$ cat src/rtl/if_fetch_queue_pkg.sv
// Shared widths, constants and the {pc,inst} entry type for the IF-stage fetch queue.
package if_fetch_queue_pkg;

  localparam int INST_ADDR_W = 32;
  localparam int INST_W = 32;
  localparam logic [INST_W-1:0] ZERO_WORD = '0;
  localparam int FETCH_Q_DEPTH = 4;

  typedef struct packed {
    logic [INST_ADDR_W-1:0] pc;
    logic [INST_W-1:0]      inst;
  } fetch_entry_t;

  function automatic int cnt_width(input int depth);
    return $clog2(depth) + 1;
  endfunction

endpackage

$ cat src/rtl/if_fetch_queue_if.sv
// Fetch-queue bundle: PC-stage inputs, instruction-memory port and the IF/ID valid/ready head.
interface if_fetch_queue_if
  import if_fetch_queue_pkg::*;
#(
  parameter int CNT_W = 3
) ();

  logic                   ce;
  logic [INST_ADDR_W-1:0] pc_addr;
  logic                   flush;
  logic                   imem_ce;
  logic [INST_ADDR_W-1:0] imem_addr;
  logic [INST_W-1:0]      imem_rdata;
  logic                   id_ready;
  logic                   id_valid;
  logic [INST_ADDR_W-1:0] id_pc;
  logic [INST_W-1:0]      id_inst;
  logic                   fetch_stall;
  logic [CNT_W-1:0]       occupancy;

  modport slave (
    input  ce, pc_addr, flush, imem_rdata, id_ready,
    output imem_ce, imem_addr, id_valid, id_pc, id_inst, fetch_stall, occupancy
  );

  modport master (
    output ce, pc_addr, flush, imem_rdata, id_ready,
    input  imem_ce, imem_addr, id_valid, id_pc, id_inst, fetch_stall, occupancy
  );

endinterface

$ cat src/rtl/if_fetch_queue_fetch_fifo.sv
// Synchronous {pc,inst} FIFO with synchronous flush; head is read straight from storage at rd_ptr.
module if_fetch_queue_fetch_fifo
  import if_fetch_queue_pkg::*;
#(
  parameter int DEPTH = 4,
  parameter int CNT_W = 3
) (
  input  logic             clk,
  input  logic             rst,
  input  logic             flush,
  input  logic             push,
  input  fetch_entry_t     wdata,
  input  logic             pop,
  output fetch_entry_t     head,
  output logic [CNT_W-1:0] count
);

  localparam int PTR_W = $clog2(DEPTH);

  fetch_entry_t     mem [DEPTH];
  logic [PTR_W-1:0] rd_ptr;
  logic [PTR_W-1:0] wr_ptr;
  logic             full;
  logic             empty;
  logic             do_push;
  logic             do_pop;

  assign full    = (count == CNT_W'(DEPTH));
  assign empty   = (count == '0);
  assign do_push = push & ~full;
  assign do_pop  = pop & ~empty;

  always_ff @(posedge clk) begin
    if (rst || flush) begin
      rd_ptr <= '0;
      wr_ptr <= '0;
      count  <= '0;
    end else begin
      if (do_push) wr_ptr <= wr_ptr + PTR_W'(1);
      if (do_pop)  rd_ptr <= rd_ptr + PTR_W'(1);
      count <= count + CNT_W'(do_push) - CNT_W'(do_pop);
    end
  end

  // Storage needs no reset: nothing reads it while count is zero.
  always_ff @(posedge clk) begin
    if (do_push && !flush) mem[wr_ptr] <= wdata;
  end

  assign head = mem[rd_ptr];

  no_push_when_full: assert property (@(posedge clk) disable iff (rst) !(push && full));

endmodule

$ cat src/rtl/if_fetch_queue.sv
// IF back end: issues pc_addr to sync imem, pairs the returned word with its PC and queues it for ID.
module if_fetch_queue
  import if_fetch_queue_pkg::*;
#(
  parameter int DEPTH = FETCH_Q_DEPTH,
  parameter int CNT_W = cnt_width(DEPTH)
) (
  input logic             clk,
  input logic             rst,
  if_fetch_queue_if.slave bus
);

  logic                   req_valid;
  logic [INST_ADDR_W-1:0] req_pc;
  logic                   stall;
  logic                   issue;
  logic                   push;
  logic                   pop;
  logic                   valid;
  logic [CNT_W-1:0]       count;
  fetch_entry_t           head;
  fetch_entry_t           wdata;

  // Counting the in-flight request reserves its slot, so a response can always be pushed.
  assign stall = (count + CNT_W'(req_valid)) >= CNT_W'(DEPTH);
  assign issue = bus.ce & ~bus.flush & ~stall;

  assign bus.fetch_stall = stall;
  assign bus.imem_ce     = issue;
  assign bus.imem_addr   = bus.pc_addr;

  always_ff @(posedge clk) begin
    if (rst) begin
      req_valid <= 1'b0;
      req_pc    <= '0;
    end else begin
      req_valid <= issue;
      if (issue) req_pc <= bus.pc_addr;
    end
  end

  assign push  = req_valid & ~bus.flush;
  assign valid = (count != '0);
  assign pop   = valid & bus.id_ready;
  assign wdata = '{pc: req_pc, inst: bus.imem_rdata};

  if_fetch_queue_fetch_fifo #(
    .DEPTH (DEPTH),
    .CNT_W (CNT_W)
  ) u_fifo (
    .clk   (clk),
    .rst   (rst),
    .flush (bus.flush),
    .push  (push),
    .wdata (wdata),
    .pop   (pop),
    .head  (head),
    .count (count)
  );

  assign bus.id_valid  = valid;
  assign bus.id_pc     = valid ? head.pc   : ZERO_WORD;
  assign bus.id_inst   = valid ? head.inst : ZERO_WORD;
  assign bus.occupancy = count;

endmodule

$ cat src/flat_wrapper.sv
// flat-port wrapper written by rule: the top's interface ports become plain ports
module if_fetch_queue_flat import if_fetch_queue_pkg::*;
#(
  parameter int DEPTH = FETCH_Q_DEPTH,
  parameter int CNT_W = cnt_width(DEPTH)
)
  (clk, rst, bus_ce, bus_pc_addr, bus_flush, bus_imem_rdata, bus_id_ready, bus_imem_ce, bus_imem_addr, bus_id_valid, bus_id_pc, bus_id_inst, bus_fetch_stall, bus_occupancy);
  if_fetch_queue_if #(.CNT_W(CNT_W)) bus_i ();
  input logic clk;
  input logic rst;
  input wire logic [$bits(bus_i.ce)-1:0] bus_ce;
  input wire logic [$bits(bus_i.pc_addr)-1:0] bus_pc_addr;
  input wire logic [$bits(bus_i.flush)-1:0] bus_flush;
  input wire logic [$bits(bus_i.imem_rdata)-1:0] bus_imem_rdata;
  input wire logic [$bits(bus_i.id_ready)-1:0] bus_id_ready;
  output wire logic [$bits(bus_i.imem_ce)-1:0] bus_imem_ce;
  output wire logic [$bits(bus_i.imem_addr)-1:0] bus_imem_addr;
  output wire logic [$bits(bus_i.id_valid)-1:0] bus_id_valid;
  output wire logic [$bits(bus_i.id_pc)-1:0] bus_id_pc;
  output wire logic [$bits(bus_i.id_inst)-1:0] bus_id_inst;
  output wire logic [$bits(bus_i.fetch_stall)-1:0] bus_fetch_stall;
  output wire logic [$bits(bus_i.occupancy)-1:0] bus_occupancy;
  assign bus_i.ce = bus_ce;
  assign bus_i.pc_addr = bus_pc_addr;
  assign bus_i.flush = bus_flush;
  assign bus_i.imem_rdata = bus_imem_rdata;
  assign bus_i.id_ready = bus_id_ready;
  assign bus_imem_ce = bus_i.imem_ce;
  assign bus_imem_addr = bus_i.imem_addr;
  assign bus_id_valid = bus_i.id_valid;
  assign bus_id_pc = bus_i.id_pc;
  assign bus_id_inst = bus_i.id_inst;
  assign bus_fetch_stall = bus_i.fetch_stall;
  assign bus_occupancy = bus_i.occupancy;
  if_fetch_queue #(.DEPTH(DEPTH), .CNT_W(CNT_W)) u_core (.clk(clk), .rst(rst), .bus(bus_i));
endmodule
$ cat config.mk
export PLATFORM = sky130hd
export DESIGN_NAME = if_fetch_queue_flat
export DESIGN_NICKNAME = d
export VERILOG_FILES = /design/src/rtl/if_fetch_queue_pkg.sv /design/src/rtl/if_fetch_queue_if.sv /design/src/rtl/if_fetch_queue_fetch_fifo.sv /design/src/rtl/if_fetch_queue.sv /design/src/flat_wrapper.sv
export SDC_FILE = /design/constraint.sdc
export NUM_CORES = 1
export LEC_CHECK = 0
export ABC_AREA = 1
export BUFFER_PORTS_ARGS = -buffer_cell sky130_fd_sc_hd__buf_2
export CORE_MARGIN = 2
export CORE_UTILIZATION = 40
export CTS_CLUSTER_SIZE = 8
export DETAILED_ROUTE_END_ITERATION = 10
export PLACE_DENSITY = 0.59
export SYNTH_ARGS = -nofsm -noshare
export SYNTH_HDL_FRONTEND = slang
export SYNTH_SLANG_ARGS = --single-unit
$ cat constraint.sdc
create_clock -name clk -period 3.7 [get_ports clk]
set_input_delay 0.185 -clock clk [delete_from_list [all_inputs] [get_ports clk]]
set_output_delay 0.185 -clock clk [all_outputs]
set_load 0.005 [all_outputs]
==> results of run 1 <==
## placed cells by master (no fill, tap or decap), drive strengths merged
| master | count |
|---|---|
| buf | 180 |
| nand3 | 38 |
| edfxtp | 256 |
| nand2 | 73 |
| nor2 | 300 |
| ha | 6 |
| a21o | 1 |
| inv | 119 |
| nand4 | 2 |
| nor3 | 1 |
| xor2 | 2 |
| o21ai | 129 |
| clkbuf | 77 |
| dlygate4sd3 | 36 |
| dfxtp | 42 |
| fa | 1 |
| a21oi | 68 |
## synth_stat cells (all sizes together)
master / number / share of area
nor2: 300 / 0.092
edfxtp: 256 / 0.62
o21ai: 129 / 0.052
inv: 118 / 0.036
buf: 74 / 0.042
nand2: 73 / 0.024
a21oi: 68 / 0.028
dfxtp: 42 / 0.068
nand3: 38 / 0.016
clkbuf: 17 / 0.0052
ha: 6 / 0.0061
nand4: 2 / 0.0010
xor2: 2 / 0.0014
a21o: 1 / 0.00061
fa: 1 / 0.0016
nor3: 1 / 0.00041
## cell type report
class | instances | area (µm²)
clock buffer | 77 | 1250
clock inverter | 1 | 6.26
fill | 2825 | 15600
inverter | 118 | 445
multi-input combinational | 621 | 2790
sequential | 298 | 8540
tap | 396 | 495
timing repair buffer | 216 | 1340
## metal layers
metal / part of all wire / vias up
met2: 0.46 / 227
met1: 0.48 / 3851
li1: - / 4070
met5: 0 / -
met4: 0.017 / 0
met3: 0.050 / 39
## kinds of logic (layout without fill, tap and decap cells)
| family | after synthesis | after routing | share of synthesized area |
|---|---|---|---|
| compound gates | 198 | 198 | 0.0807 |
| buf+inv | 209 | 412 | 0.0828 |
| fa+ha+maj | 7 | 7 | 0.00773 |
| flops | 298 | 298 | 0.693 |
| xor+xnor | 2 | 2 | 0.00142 |
| simple gates | 414 | 414 | 0.134 |
## sequential cells by signal, summed over array words and instances, names as in the netlist, named ones only
name / count
u_core.req_valid: 1
u_core.u_fifo.mem: 256
u_core.u_fifo.rd_ptr: 2
u_core.u_fifo.count: 3
u_core.u_fifo.wr_ptr: 2
u_core.req_pc: 32
## per-stage QoR
stage | cells | cell area (µm²)
after CTS | 1727 | 14900
after floorplan | 1128 | 12300
after global routing | 1727 | 14900
after detailed placement | 1613 | 13200
after global placement | 1613 | 13200
final | 1727 | 14900
## final timing paths
kind	end	slack (ns)	cells after the start
worst max-delay path	bus_id_pc[20]	0.60	4
worst min-delay path	u_core.req_pc[17]	0.01	5
worst max register to register	u_core.u_fifo.count[2]	1.24	10
worst min register to register	u_core.u_fifo.mem[1][35]	0.50	0
## where the power goes
part	total [mW]	leakage (nW)	internal, mW	switching (mW)
combinational	0.358	2.67	0.146	0.212
clock	3.55	0.597	2.25	1.31
sequential	3.75	2.68	3.70	0.0430
## worst max-delay path: stages (launching register included)
cell	delay (ns)
dfxtp_4	0.59
inv_4	0.95
o21ai_0	0.27
a21oi_1	0.33
buf_2	0.18
## timing repair
item	4_1_cts	5_1_grt
setup buffers	0	0
hold buffers	36	0
hold endpoints to repair	132	0
==> results_dict.tcl, run 1 <==
set metrics [dict create \
    syn_area_um2 12300 \
    grt_use_met2 0.284 \
    cts_buffers 43 \
    cts_resized 0 \
    run_status "finished clean" \
    grt_util_met1 0.237 \
    worst_hold_path_type "primary input to flip-flop" \
    path_max_fanout 128 \
    leakage_nw 5.95 \
    design.portCount 171 \
    die_h_um 179 \
    cts-root-buf "clkbuf_16" \
    cp-end-kind "primary output" \
    critPathKind "flip-flop to primary output" \
    cts_buffer_depth 3 \
    worst_pin_slew_ns 1.18 \
    final_hold_viol_count 0 \
    clk_pin_slew_ns 0.05 \
    irDropWorstVdd_uv 266 \
    insertion_delay_ns 0.51 \
    htree_levels 2 \
    arrival_ns 2.92 \
    post-dp-hpwl_mm 14.9 \
    fmax_ghz 0.322 \
    firstDrtPassIters 5 \
    grt_use_total 0.172 \
    die-area_um2 32200 \
    postLayoutCoreUtil 0.488 \
    layout-drive-gt1-share 0.185 \
    cts_sinks 298 \
    syn_nets 1204 \
    layout_setup_ws_ns 0.599 \
    ys_ff_latch 298 \
    finalMaxSlewViolations 0 \
    worstHoldStart "bus_pc_addr[17]" \
    via_per_inst 4.74 \
    avgSynthCellArea_um2 10.9 \
    coreArea_um2 30400 \
    wl_per_cell_um 16.0 \
    synth_cell_types 24 \
    syn2layout_area_growth_pct 20.7 \
    p_per_area_nw_per_um2 516 \
    grt_pass1_vias 7991 \
    seq_area_frac_synth 0.693 \
    die_x_um 179 \
    grt.overflow.total 0 \
    pre_cts_slack_ns 1.13 \
    ys_warn_count 0 \
    wirelength_mm 27.6 \
    post-route-period-util 0.838 \
    num_vias 8187 \
    maxCapViolations 0 \
    cts_tree "yes" \
    drc 0 \
    grt_first_pass_wirelength_mm 42.6 \
    setup_violations 0 \
    portBuffers 170 \
    syn_inst 1128 \
    rsz0062_at_grt "false" \
    nets 1374 \
    setup_tns_ns 0 \
    slew_headroom 0.215 \
    globalplace.congestion 0.708 \
    antenna_found_initial 0 \
    grt_start_max_net_pins 129 \
    r2r-start "u_core.u_fifo.count[1]" \
    use_met3 0.0287 \
    holdWs_ns 0.0148 \
    skew_ns 0.0189 \
    fin_crit_ns 3.10 \
    start_kind "flip-flop" \
    grt_busiest_layer "met2" \
    power.total_mw 7.66 \
    final_antenna_net_count 0 \
    cp.required_ns 3.51 \
    start_util 0.404 \
    diodes 0 \
    rows 64 \
    initialDrtViolationCount 447 \
]
(Power assumes the default switching activity.)
==> inputs of run 2 (changes only) <==
clock period = 2.7 ns   (was 3.7 ns; I/O delays follow)
==> run 2 against run 1 <==
Net effect: sequential power is 37% higher; utilization is 1.0 points higher; global-route usage is 0.25 points higher; clock skew is 0.0040 ns lower; cell area is 2.1% higher; final cell count is 1.4% higher; clock power is 36% higher; sequential cell count stayed put; die area stayed put; power is 37% higher; via count is 0.94% higher; largest power group unchanged; highest routed layer unchanged.
==> results_dict.tcl, run 2 (same netlist as run 1, synthesis figures left out) <==
set metrics [dict create \
    design.portCount 171 \
    arrival_ns 2.27 \
    grt_use_total 0.174 \
    regMostFlops "u_core.u_fifo.mem" \
    reg_top3 "u_core.u_fifo.mem x256, u_core.req_pc x32, u_core.u_fifo.count x3" \
    pwr-share-comb 0.050 \
    die_x_um 179 \
    multi_input_area_um2 2790 \
    largest_reg_flops 256 \
    clk_pin_slew_ns 0.05 \
    diodes 0 \
    worst_hold_path_type "primary input to flip-flop" \
    cts_buffers 43 \
    rsz0062_at_grt "false" \
    final_common_cell "nor2_1" \
    final_antenna_net_count 0 \
    irDropWorstVdd_uv 413 \
    crit_chain "buf_12 > nor2_1 > nor2_1 > o21ai_0 > a21oi_1 > buf_2" \
    p_seq_frac 0.489 \
    antenna_found_initial 0 \
    wirelength_mm 27.9 \
    grt.overflow.total 0 \
    cts_hold_buf 58 \
    htree_levels 2 \
    rows 64 \
    p_per_area_nw_per_um2 691 \
    place_area_um2 13400 \
    crit_family "flip-flops" \
    nets 1405 \
    finalMaxSlewViolations 0 \
    start_util 0.404 \
    cpMostUsedCell "nor2_1" \
    layout.area.seq_um2 8540 \
    holdWs_ns 0.0272 \
    critPathKind "flip-flop to primary output" \
    fmax_ghz 0.416 \
    cts_resized 0 \
    cts_buffer_depth 3 \
    p_sw_frac 0.204 \
    syn2layout_area_growth_pct 23.3 \
    cts_sinks 298 \
    globalplace.congestion 0.781 \
    maxCapViolations 0 \
    grt_pass1_vias 8030 \
    initialDrtViolationCount 539 \
    leakage_nw 6.09 \
    worst_pin_slew_ns 0.916 \
    setup_violations 0 \
    fin_crit_ns 2.40 \
    wl_per_cell_um 16.0 \
    skew_ns 0.0149 \
    cp.required_ns 2.57 \
    crit_buf_inv 2 \
    die-area_um2 32200 \
    final_hold_viol_count 0 \
    cp_slowest_stage_delay_ns 0.62 \
    p_clk_frac 0.461 \
    firstDrtPassIters 4 \
    post-dp-hpwl_mm 15.6 \
    cp-end-kind "primary output" \
    via_per_inst 4.72 \
    num_vias 8264 \
    final_cells 1752 \
    cts_tree "yes" \
    final_cell_area_um2 15200 \
    path_max_fanout 68 \
    grt_first_pass_wirelength_mm 42.7 \
    run_status "finished clean" \
    post-cts-setup-buffer-count 0 \
    insertion_delay_ns 0.51 \
    drc 0 \
    fill_cells 2733 \
    p_sw_mw 2.14 \
    cp_slowest_cell "dfxtp_4" \
    dpl.cell_count 1622 \
    p_int_mw 8.35 \
    coreArea_um2 30400 \
    grt_start_max_net_pins 69 \
    die_h_um 179 \
    portBuffers 170 \
    setup_tns_ns 0 \
    post-route-period-util 0.890 \
    cts-root-buf "clkbuf_16" \
    start_kind "flip-flop" \
    final_cell_mix "nor2_1, edfxtp_1, buf_2" \
    slew_headroom 0.389 \
    layout-drive-gt1-share 0.188 \
    r2r_setup_slack_ns 0.55 \
]
run 2: cell count changes in the layout (fill, tap and decap cells not counted):
cell,change
clkinvlp_4,+1
clkbuf_1,-6
buf_12,+4
buf_4,+5
dlygate4sd3_1,+22
inv_4,-1
run 2: cell type report:
| type | count | share of cell area |
|---|---|---|
| well taps | 396 | 0.0327 |
| multi-input cells | 621 | 0.184 |
| flip-flops and latches | 298 | 0.563 |
| inverters | 118 | 0.0294 |
| clock buffers | 71 | 0.0807 |
| repair buffers | 247 | 0.110 |
| clock inverters | 1 | 0.000495 |
run 2: worst paths after layout:
kind,startpoint,endpoint,cells past startpoint
max,flip-flop,bus_id_pc[18],6
max reg2reg,u_core.u_fifo.count[1],u_core.u_fifo.count[2],11
min,bus_pc_addr[5],u_core.req_pc[5],5
min reg2reg,u_core.req_pc[29],u_core.u_fifo.mem[2][61],0
run 2: power groups by stage:
stage / registers (mW) / logic, mW / clock network [mW]
global route: 5.13 / 0.598 / 5.13
CTS: 5.13 / 0.535 / 4.94
detailed placement: 5.22 / 0.467 / 0
floorplan: 5.20 / 0.286 / 0
finish: 5.13 / 0.527 / 4.83
global placement: 5.21 / 0.463 / 0
run 2: worst reg2reg max path, cell delays in order (launching register included):
cell and delay (ns):
dfxtp_1 0.46, inv_1 0.13, nand3_1 0.16, nand2_1 0.11, inv_1 0.10, ha_1 0.23, inv_1 0.06, ha_1 0.14
inv_1 0.05, fa_1 0.38, a21o_1 0.16, a21oi_1 0.10
run 2: per-layer routing:
metal  GRT usage  up-vias  wire (µm)  part of all wire
met4      0.0514        0        561             0.020
li1            -     4130          -                 -
met5           0        -          0                 0
met3      0.0338       41       1440             0.052
met2       0.285      216      12800              0.46
met1       0.237     3877      13200              0.47
run 2: through the flow:
step,power (mW),setup slack [ns],utilization
after CTS,10.6,0.279,0.498
after detailed placement,5.68,0.560,0.439
final,10.5,0.297,0.498
after global placement,5.67,0.667,0.439
after floorplan,5.48,-0.293,-
after global routing,10.9,0.128,0.498
